### src/rtl/mem_access_pkg.sv
// Shared Y86 MEM-stage definitions: widths, icodes, status codes, FSM state and
// the payloads captured while an access is outstanding.
package mem_access_pkg;

  localparam int unsigned BYTE  = 8;
  localparam int unsigned WORD  = 32;
  localparam int unsigned PCLEN = 32;
  localparam int unsigned STATW = 3;

  localparam logic [BYTE-1:0] IHALT   = 8'h00;
  localparam logic [BYTE-1:0] INOP    = 8'h01;
  localparam logic [BYTE-1:0] IRMMOVL = 8'h04;
  localparam logic [BYTE-1:0] IMRMOVL = 8'h05;
  localparam logic [BYTE-1:0] ICALL   = 8'h08;
  localparam logic [BYTE-1:0] IRET    = 8'h09;
  localparam logic [BYTE-1:0] IPUSHL  = 8'h0A;
  localparam logic [BYTE-1:0] IPOPL   = 8'h0B;

  localparam logic [BYTE-1:0] RNONE = 8'h0F;

  localparam logic [STATW-1:0] SAOK = 3'd1;
  localparam logic [STATW-1:0] SHLT = 3'd2;
  localparam logic [STATW-1:0] SADR = 3'd3;

  typedef enum logic [1:0] {
    S_IDLE,
    S_WAIT,
    S_HALTED
  } state_t;

  // Instruction fields forwarded to write-back
  typedef struct packed {
    logic [BYTE-1:0] icode;
    logic [BYTE-1:0] ra;
    logic [BYTE-1:0] rb;
    logic [WORD-1:0] val_e;
  } wb_rec_t;

  // Data-memory request held stable while waiting for ready
  typedef struct packed {
    logic            rd;
    logic            we;
    logic [WORD-1:0] addr;
    logic [WORD-1:0] wdata;
  } dmem_cmd_t;

endpackage

### src/rtl/mem_ctrl_decode.sv
// Combinational access decode for the MEM stage.
// Ports: icode/val_a/val_e/val_p in; is_read, is_write, addr, wdata, bad_addr out.
module mem_ctrl_decode
  import mem_access_pkg::*;
#(
  parameter int unsigned DMEM_BYTES = 4096
) (
  input  logic [BYTE-1:0]  icode,
  input  logic [WORD-1:0]  val_a,
  input  logic [WORD-1:0]  val_e,
  input  logic [PCLEN-1:0] val_p,
  output logic             is_read,
  output logic             is_write,
  output logic [WORD-1:0]  addr,
  output logic [WORD-1:0]  wdata,
  output logic             bad_addr
);

  // Highest address at which a full word still fits
  localparam logic [WORD-1:0] LAST_WORD = WORD'(DMEM_BYTES - 4);

  always_comb begin
    is_read  = 1'b0;
    is_write = 1'b0;
    addr     = val_e;
    wdata    = val_a;
    case (icode)
      IRMMOVL, IPUSHL: is_write = 1'b1;
      ICALL: begin
        is_write = 1'b1;
        wdata    = WORD'(val_p);
      end
      IMRMOVL: is_read = 1'b1;
      IRET, IPOPL: begin
        is_read = 1'b1;
        addr    = val_a;
      end
      default: ;
    endcase
    bad_addr = (is_read || is_write) &&
               ((addr[1:0] != 2'b00) || (addr > LAST_WORD));
  end

endmodule

### src/rtl/mem_access.sv
// Y86 MEM stage: issues data-memory accesses over req/ready, stalls upstream
// while an access is outstanding and registers the write-back record.
// Ports: clk, rst; mem_* from EX/MEM; mem_stall to upstream; dmem_* memory
// handshake (request side combinational); wb_* registered write-back record.
module mem_access
  import mem_access_pkg::*;
#(
  parameter int unsigned DMEM_BYTES = 4096,
  parameter int unsigned TIMEOUT    = 16
) (
  input  logic              clk,
  input  logic              rst,
  input  logic [BYTE-1:0]   mem_icode,
  input  logic [BYTE-1:0]   mem_rA,
  input  logic [BYTE-1:0]   mem_rB,
  input  logic [WORD-1:0]   mem_valA,
  input  logic [PCLEN-1:0]  mem_valP,
  input  logic [WORD-1:0]   mem_valE,
  output logic              mem_stall,
  output logic              dmem_req,
  output logic              dmem_we,
  output logic [WORD-1:0]   dmem_addr,
  output logic [WORD-1:0]   dmem_wdata,
  input  logic              dmem_ready,
  input  logic [WORD-1:0]   dmem_rdata,
  output logic              wb_valid,
  output logic [BYTE-1:0]   wb_icode,
  output logic [BYTE-1:0]   wb_rA,
  output logic [BYTE-1:0]   wb_rB,
  output logic [WORD-1:0]   wb_valE,
  output logic [WORD-1:0]   wb_valM,
  output logic [STATW-1:0]  wb_stat
);

  localparam int unsigned     CNTW     = (TIMEOUT > 2) ? $clog2(TIMEOUT) : 1;
  localparam logic [CNTW-1:0] CNT_LAST = CNTW'(TIMEOUT - 1);

  state_t            state, state_nxt;
  logic [CNTW-1:0]   cnt, cnt_nxt;
  dmem_cmd_t         pend_cmd;
  wb_rec_t           pend_rec;

  logic              d_read, d_write, d_bad;
  logic [WORD-1:0]   d_addr, d_wdata;

  logic              cap_pend, rec_wr, rec_from_pend;
  logic [STATW-1:0]  rec_stat;
  logic [WORD-1:0]   rec_valm;
  wb_rec_t           rec_src;

  mem_ctrl_decode #(.DMEM_BYTES(DMEM_BYTES)) u_decode (
    .icode    (mem_icode),
    .val_a    (mem_valA),
    .val_e    (mem_valE),
    .val_p    (mem_valP),
    .is_read  (d_read),
    .is_write (d_write),
    .addr     (d_addr),
    .wdata    (d_wdata),
    .bad_addr (d_bad)
  );

  // State and timeout counter
  always_ff @(posedge clk or posedge rst) begin
    if (rst) begin
      state <= S_IDLE;
      cnt   <= '0;
    end else begin
      state <= state_nxt;
      cnt   <= cnt_nxt;
    end
  end

  // Next state, memory handshake and record selection
  always_comb begin
    state_nxt     = state;
    cnt_nxt       = cnt;
    cap_pend      = 1'b0;
    rec_wr        = 1'b0;
    rec_from_pend = 1'b0;
    rec_stat      = SAOK;
    rec_valm      = '0;
    dmem_req      = 1'b0;
    dmem_we       = 1'b0;
    dmem_addr     = '0;
    dmem_wdata    = '0;
    mem_stall     = 1'b0;
    case (state)
      S_IDLE: begin
        if (mem_icode == IHALT) begin
          rec_wr    = 1'b1;
          rec_stat  = SHLT;
          state_nxt = S_HALTED;
        end else if (d_bad) begin
          rec_wr    = 1'b1;
          rec_stat  = SADR;
          state_nxt = S_HALTED;
        end else if ((d_read || d_write) && !rst) begin
          // rst gate keeps the request low while reset is asserted
          dmem_req   = 1'b1;
          dmem_we    = d_write;
          dmem_addr  = d_addr;
          dmem_wdata = d_wdata;
          if (dmem_ready) begin
            rec_wr = 1'b1;
            if (d_read) rec_valm = dmem_rdata;
          end else begin
            mem_stall = 1'b1;
            cap_pend  = 1'b1;
            cnt_nxt   = '0;
            state_nxt = S_WAIT;
          end
        end else begin
          rec_wr = 1'b1;
        end
      end
      S_WAIT: begin
        dmem_req      = 1'b1;
        dmem_we       = pend_cmd.we;
        dmem_addr     = pend_cmd.addr;
        dmem_wdata    = pend_cmd.wdata;
        rec_from_pend = 1'b1;
        if (dmem_ready) begin
          rec_wr    = 1'b1;
          if (pend_cmd.rd) rec_valm = dmem_rdata;
          cnt_nxt   = '0;
          state_nxt = S_IDLE;
        end else if (cnt == CNT_LAST) begin
          mem_stall = 1'b1;
          rec_wr    = 1'b1;
          rec_stat  = SADR;
          cnt_nxt   = '0;
          state_nxt = S_HALTED;
        end else begin
          mem_stall = 1'b1;
          cnt_nxt   = cnt + 1'b1;
        end
      end
      S_HALTED: mem_stall = 1'b1;
      default:  state_nxt = S_IDLE;
    endcase
  end

  always_comb begin
    rec_src = rec_from_pend ? pend_rec
                            : '{icode: mem_icode, ra: mem_rA, rb: mem_rB, val_e: mem_valE};
  end

  // Snapshot of the outstanding access
  always_ff @(posedge clk or posedge rst) begin
    if (rst) begin
      pend_cmd <= '0;
      pend_rec <= '0;
    end else if (cap_pend) begin
      pend_cmd <= '{rd: d_read, we: d_write, addr: d_addr, wdata: d_wdata};
      pend_rec <= '{icode: mem_icode, ra: mem_rA, rb: mem_rB, val_e: mem_valE};
    end
  end

  // Write-back record; fields hold when no record is written
  always_ff @(posedge clk or posedge rst) begin
    if (rst) begin
      wb_valid <= 1'b0;
      wb_icode <= INOP;
      wb_rA    <= RNONE;
      wb_rB    <= RNONE;
      wb_valE  <= '0;
      wb_valM  <= '0;
      wb_stat  <= SAOK;
    end else begin
      wb_valid <= rec_wr;
      if (rec_wr) begin
        wb_icode <= rec_src.icode;
        wb_rA    <= rec_src.ra;
        wb_rB    <= rec_src.rb;
        wb_valE  <= rec_src.val_e;
        wb_valM  <= rec_valm;
        wb_stat  <= rec_stat;
      end
    end
  end

endmodule
### config.mk
export PLATFORM = sky130hd
export DESIGN_NAME = mem_access
export DESIGN_NICKNAME = d
export VERILOG_FILES = /design/src/rtl/mem_access_pkg.sv /design/src/rtl/mem_ctrl_decode.sv /design/src/rtl/mem_access.sv
export SDC_FILE = /design/constraint.sdc
export NUM_CORES = 1
export LEC_CHECK = 0
export ABC_AREA = 0
export CAP_MARGIN = 5
export CORE_ASPECT_RATIO = 0.9
export CORE_MARGIN = 2
export CORE_UTILIZATION = 42
export CTS_BUF_LIST = sky130_fd_sc_hd__clkbuf_16
export DETAILED_ROUTE_END_ITERATION = 7
export GPL_TIMING_DRIVEN = 0
export HOLD_SLACK_MARGIN = 0.15
export PLACE_DENSITY = 0.76
export SLEW_MARGIN = 20
export SYNTH_ARGS = -nofsm -noshare
export SYNTH_HDL_FRONTEND = slang
export SYNTH_SLANG_ARGS = --single-unit
export TNS_END_PERCENT = 10
### constraint.sdc
create_clock -name clk -period 8.5 [get_ports clk]
set_clock_uncertainty 0.2 [all_clocks]
set_input_delay 2.55 -clock clk [delete_from_list [all_inputs] [get_ports clk]]
set_output_delay 2.55 -clock clk [all_outputs]
set_load 0.01 [all_outputs]
## After elaboration in Yosys (flattened, before gate mapping)

Index checks and enable logic that the tools add are counted.

| storage, ports and cells | value |
|---|---|
| memories kept | 0 |
| bits in read-only memories | 0 |
| output and inout bits | 159 |
| input port bits | 155 |
| flip-flop bits (word level) | 220 |
| word-level logic and storage cells | 112 |
| latch bits | 0 |
| memory bits (writable) | 0 |

| operators by class | value |
|---|---|
| add/subtract/negate cells | 1 |
| bitwise operators | 1 |
| shifts and indexed selects | 0 |
| reductions and logical operators | 14 |
| eq/ne operators | 16 |
| muxes and demuxes | 62 |
| $lt $le $gt $ge | 1 |
| div/mod/pow operators | 0 |
| multipliers | 0 |

Operator list:

| operator | number |
|---|---|
| $mux W32 | 15 |
| $pmux W32 S2 | 3 |
| $mux W56 | 1 |
| $eq A8 B4 Y1 const B | 4 |
| $gt A32 B12 Y1 const B | 1 |
| $mux W4 | 6 |
| $mux W1 | 20 |
| $mux W2 | 10 |
| $eq A8 B3 Y1 const B | 2 |
| $logic_not A8 Y1 | 1 |
| $ne A2 B2 Y1 const B | 4 |
| $ne A4 B4 Y1 const B | 2 |
| $pmux W4 S2 | 1 |
| $pmux W1 S2 | 3 |
| $pmux W2 S3 | 1 |
| $reduce_or A3 Y1 | 2 |
| $reduce_and A5 Y1 | 1 |
| $add A4 B1 Y4 const B | 1 |
| $eq A4 B4 Y1 const B | 1 |
| $pmux W2 S2 | 1 |
| $reduce_and A4 Y1 | 1 |
| $reduce_bool A2 Y1 | 2 |
| $ne A3 B3 Y1 const B | 1 |
| $pmux W1 S3 | 1 |
| other kinds (8) | 10 |

## Longest topological paths before layout

| logic depth | value |
|---|---|
| depth in word-level cells | 9 |
| depth in mapped cells | 9 |
| gate-level depth less buffers | 7 |

## By module

A second synthesis with hierarchy kept.

| unflattened totals | value |
|---|---|
| cells, all modules | 816 |
| area total of the unflattened synthesis | 10735.3 um^2 |

By module, submodules not included:

| module | area an instance (um^2) | sequential area each (um^2) | cells each | instances |
|---|---|---|---|---|
| mem_access | 9796.9 | 5492.8 | 718 | 1 |
| mem_ctrl_decode | 938.4 | 0.0 | 98 | 1 |

## Worst setup path after synthesis

OpenSTA, ideal clock, no wires.

| timing | value |
|---|---|
| path kind | input to output |
| start | in mem_icode[7] |
| end | out dmem_wdata[0] |
| slack | 1.676 ns |
| path buffers | 1 |
| data arrival time | 4.074 ns |
| required time | 5.750 ns |
| stages | 6 |
| path through | nor4_4 nand3_1 and4b_1 o211ai_1 clkbuf_1 o21ai_0 |

| on the way | value |
|---|---|
| longest elaborated chain between the ends | 9 |
| elaborated cells on any way between the ends | 24 |
| classes of those cells | order compare: 1; eq/ne: 6; mux: 8; reduce/logical: 9 |

RTL lines:

| element | line | source |
|---|---|---|
| start: declaration | mem_access.sv:13 | `input logic [BYTE-1:0] mem_icode,` |
| $eq A8 B4 Y1 / $eq A8 B3 Y1 (equally long branches) | mem_ctrl_decode.sv:27 | `case (icode)` |
| $reduce_or A2 Y1 / $reduce_or A3 Y1 (equally long branches) | n/a |  |
| $mux W32 / $mux W1 (equally long branches) | mem_ctrl_decode.sv:27 |  |
| $gt A32 B12 Y1, or another cell as far along | mem_ctrl_decode.sv:41 | `((addr[1:0] != 2'b00) \|\| (addr > LAST_WORD));` |
| $logic_or A1 B1 Y1 / $logic_and A1 B1 Y1 (equally long branches) | mem_ctrl_decode.sv:41, mem_access.sv:98 |  |
| $logic_and A1 B1 Y1 / $mux W32 (equally long branches) | mem_ctrl_decode.sv:40, mem_access.sv:98 |  |
| $mux W32 | mem_access.sv:94 | `end else if (d_bad) begin` |
| $mux W32 * | mem_access.sv:90 | `if (mem_icode == IHALT) begin` |
| $pmux W32 S2 * | mem_access.sv:88 | `case (state)` |
| end: declaration | mem_access.sv:23 | `output logic [WORD-1:0] dmem_wdata,` |

Every way passes the cells marked *; elsewhere a longest branch is shown, timed or not.

## Worst setup path after layout

| timing | value |
|---|---|
| start | in mem_valE[31] |
| end | out dmem_wdata[29] |

| on the way | value |
|---|---|
| longest elaborated chain between the ends | 7 |

RTL lines:

| element | line | source |
|---|---|---|
| start: declaration | mem_access.sv:18 | `input logic [WORD-1:0] mem_valE,` |
| $mux W32 | mem_ctrl_decode.sv:27 |  |
| $gt A32 B12 Y1 | mem_ctrl_decode.sv:41 |  |
| $logic_or A1 B1 Y1 | mem_ctrl_decode.sv:41 |  |
| $logic_and A1 B1 Y1 | mem_ctrl_decode.sv:40 | `bad_addr = (is_read \|\| is_write) &&` |
| $mux W32 | mem_access.sv:94 |  |
| $mux W32 | mem_access.sv:90 |  |
| $pmux W32 S2 | mem_access.sv:88 |  |

Every way passes these cells.

==> metrics.md <==
| Metric | Value |
|---|---|
| Largest net degree at the start of global routing | 32 |
| Initial Util | 42.54% |
| CP Capture Type | output pin |
| Initial antenna violation count | 0 |
| Crit-path cells | clkdlybuf4s50_1 -> nor4_2 -> nand4_1 -> and4b_1 -> o211ai_1 -> buf_4 -> clkbuf_2 -> o21ai_0 -> clkdlybuf4s50_1 |
| Post-synthesis simple-gate area fraction | 9.074% |
| Unique masters post-synth | between 40 and 50 |
| Most frequent cells in the layout | clkdlybuf4s50_1, dfrtp_1, mux2_2 |
| PD cells | 201.1 mW/mm^2 |
| Worst-margin pin slew | 0.9293 ns |
| RSZ-0062 raised after global routing | false |
| Synth top area cells | dfrtp_1, mux2_2, mux2i_1, o21ai_0, nand2_1 |
| Final setup vio count | 0 |
| Area growth, synth to finish | 45.85% |
| Status | complete, no violations |
| CTS tree | built |
| Commonest non-fill, non-tap cell in the layout | clkdlybuf4s50_1 |
| Area share of xor/xnor cells in the synthesized design | 0% |
| Startpoint types | input pin |
| Worst skew pair latency | 0.51 ns |
| Crit Path Max Fanout | 10 |
| Async SR Flop Fraction | 100.0% |
| First-pass GRT wire length | 44670 um |
| Crit path kind | input pin to output pin |
| Post-synthesis mux area share | 23.87% |
| Mapped Avg Cell Area | around 12 sq um |
| CP most frequent cell | clkdlybuf4s50_1 |
| Number of global-route vias before repair | between 7000 and 8000 |
| Setup TNS | 0 ns |
| Fraction of layout cells with a size suffix above 1 | 21.86% |
| DR pass1 iterations | 5 |
| Placed inst area | 0.01359 sq mm |
| IO Pins | about 310 |
| Die area | 0.02482 sq mm |
| Syn Nets | 967 |
| GP Congestion | between 0.8 and 0.9 |
| Req. time, crit path | about 5.8 ns |
| Post-synthesis adder-cell area fraction | 0.1264% |
| Slowest-stage cell, CP | clkdlybuf4s50_1 |
| Clock Path Buffers | 3 |
| F_max | ~0.12 GHz |
| Most common flop cell mapped by yosys | dfrtp_1 |
| DR iter-0 viols | 516 |
| Total Routed Length | 28420 um |
| Overall Power | a little under 3 mW |
| TritonCTS buffer count | 25 |
| Post-synth EDFFs | 0 |
| Complex-gate fraction of the synthesized area | 8.606% |
| Avg WL per Cell | 19.18 um |
| HPWL after DPL | 21140 um |
| Syn Inst Count | 811 |
| Slowest stage delay, CP | 0.60 ns |
| DRC Markers | 0 |
| Yosys top cell area share | 52.82% |
| Largest family of logic cells by synthesized area | multiplexers |
| Core Util, Final | 62.04% |
| Slew Viols, Final | 0 |
| Final Hold Vio Count | 0 |
| Ys Warns | 0 |
| I/O Buffers | approximately 310 |
| Via count | roughly 7700 |
| CTS root buf | clkbuf_16 |
| Final ANT Viol Nets | 0 |
| Fin area | between 0.01 and 0.015 sq mm |
| LEAKAGE | about 6.5 nW |
| H-tree depth | 1 |
| Core area | 0.02328 sq mm |
| Die span in y | 149.7 um |
| Total of max-cap violations | 0 |
| Width of the die | 165.8 um |
| Overflow after GRT | 0 |
| Via density | around 5.2 |
| Nets | 1317 |
| Antenna diodes | 0 |
| Hold Path Class | flip-flop to flip-flop |
| Slew headroom | 38.05% |
| Leading area contributor after synthesis | dfrtp_1 |
| WP data arrival | between 5 and 6 ns |
| Maximum resistive drop on vdd | 0.0001598 V |
| Tmin final | between 8 and 9 ns |
| Fin crit share | a little over nine tenths |
| #FFs+latches synth | 219 |
| Clock-pin slew on the worst setup and hold paths | 0.06 ns |
| Post-synthesis cell area | 0.009901 sq mm |
| Total clock sinks | between 200 and 250 |
| Register area share after synthesis | 55.48% |
| Rows | 53 |
| GRT Util Overall | a little under a quarter |
[report_power, final]
part / switching (mW) / internal, mW
registers: 0.0589 / 1.16
clock network: 0.423 / 0.626
logic: 0.243 / 0.390
[what timing repair did]
item | 4_1_cts | 5_1_grt
setup buffers | 4 | 0
endpoints found under the setup margin | 40 | 37
resized for setup | 2 | 8
hold buffers | 0 | 0
pin swaps | 1 | 0
[metal layers]
layer / global-route usage [%] / share of wire, %
met5: 0 / 0
met4: 6.217 / 2.8
met3: 4.893 / 5.9
met2: 36.74 / 47
met1: 31.21 / 44
[final timing paths]
path | from | to | slack [ns] | cells past startpoint
min in group asynchronous | rst | pend_cmd[40] | 2.33 | 2
max in group asynchronous | rst | wb_rA[2] | 4.81 | 5
worst min-delay path | pend_cmd[57] | pend_cmd[57] | 0.27 | 1
worst max-delay path | mem_valE[31] | dmem_wdata[29] | 0.22 | 9
worst max register to register | state[0] | wb_valM[29] | 5.59 | 7
worst min register to register | pend_cmd[57] | pend_cmd[57] | 0.27 | 1
[flip-flops by register name (all words and copies together) (netlist names)]
name      cells
wb_icode      8
cnt           4
wb_stat       2
pend_rec     56
pend_cmd     66
wb_rB         8
wb_rA         8
wb_valM      32
state         2
wb_valE      32
wb_valid      1
[synthesized netlist by cell type, types with 2 or more instances]
cell,count
dfrtp_1,209
mux2_2,145
nand2_1,91
o21ai_0,86
and2_1,48
mux2i_1,43
a22o_1,32
clkbuf_1,31
mux2_4,20
buf_2,18
nor2_1,11
dfstp_2,10
nor4_1,10
inv_1,7
a21oi_1,5
nand3_1,5
nor3_1,5
buf_6,3
nand4_1,3
o21ai_1,3
nand2b_1,2
nor3_2,2
o211ai_1,2
o22ai_1,2
o31ai_1,2
[critical path: cells and delay by family]
family	cells	cell delay (ns)
simple gates	3	1.09
buf+inv	4	1.48
compound gates	2	0.40
[per-stage QoR]
stage,instances,hold WS [ns],worst slack [ns]
floorplan,811,0.2442,1.676
global placement,1425,0.2604,-0.3822
detailed placement,1433,0.2625,-0.3657
CTS,1483,0.2804,0.04708
global route,1482,0.2844,0.02913
finish,1482,0.2727,0.2189
[cell type report]
class                           count  area, sq um
Multi-Input combinational cell    531         4149
Tap cell                          302        377.9
Buffer                             52        247.7
Sequential cell                   219         5493
Inverter                            8        33.78
Timing Repair Buffer              324         3336
Fill cell                        1833         8836
Clock inverter                     21        177.7
Clock buffer                       25        625.6
[logic make-up after synthesis]
kind of cell,Yosys count
buffers and inverters,61
AO/OA/AOI/OAI,139
adder cells (fa/ha/maj),1
AND/OR/NAND/NOR,182
flip-flops,219
other,1
multiplexers,208
No activity file was read; power rests on OpenSTA's default activity.
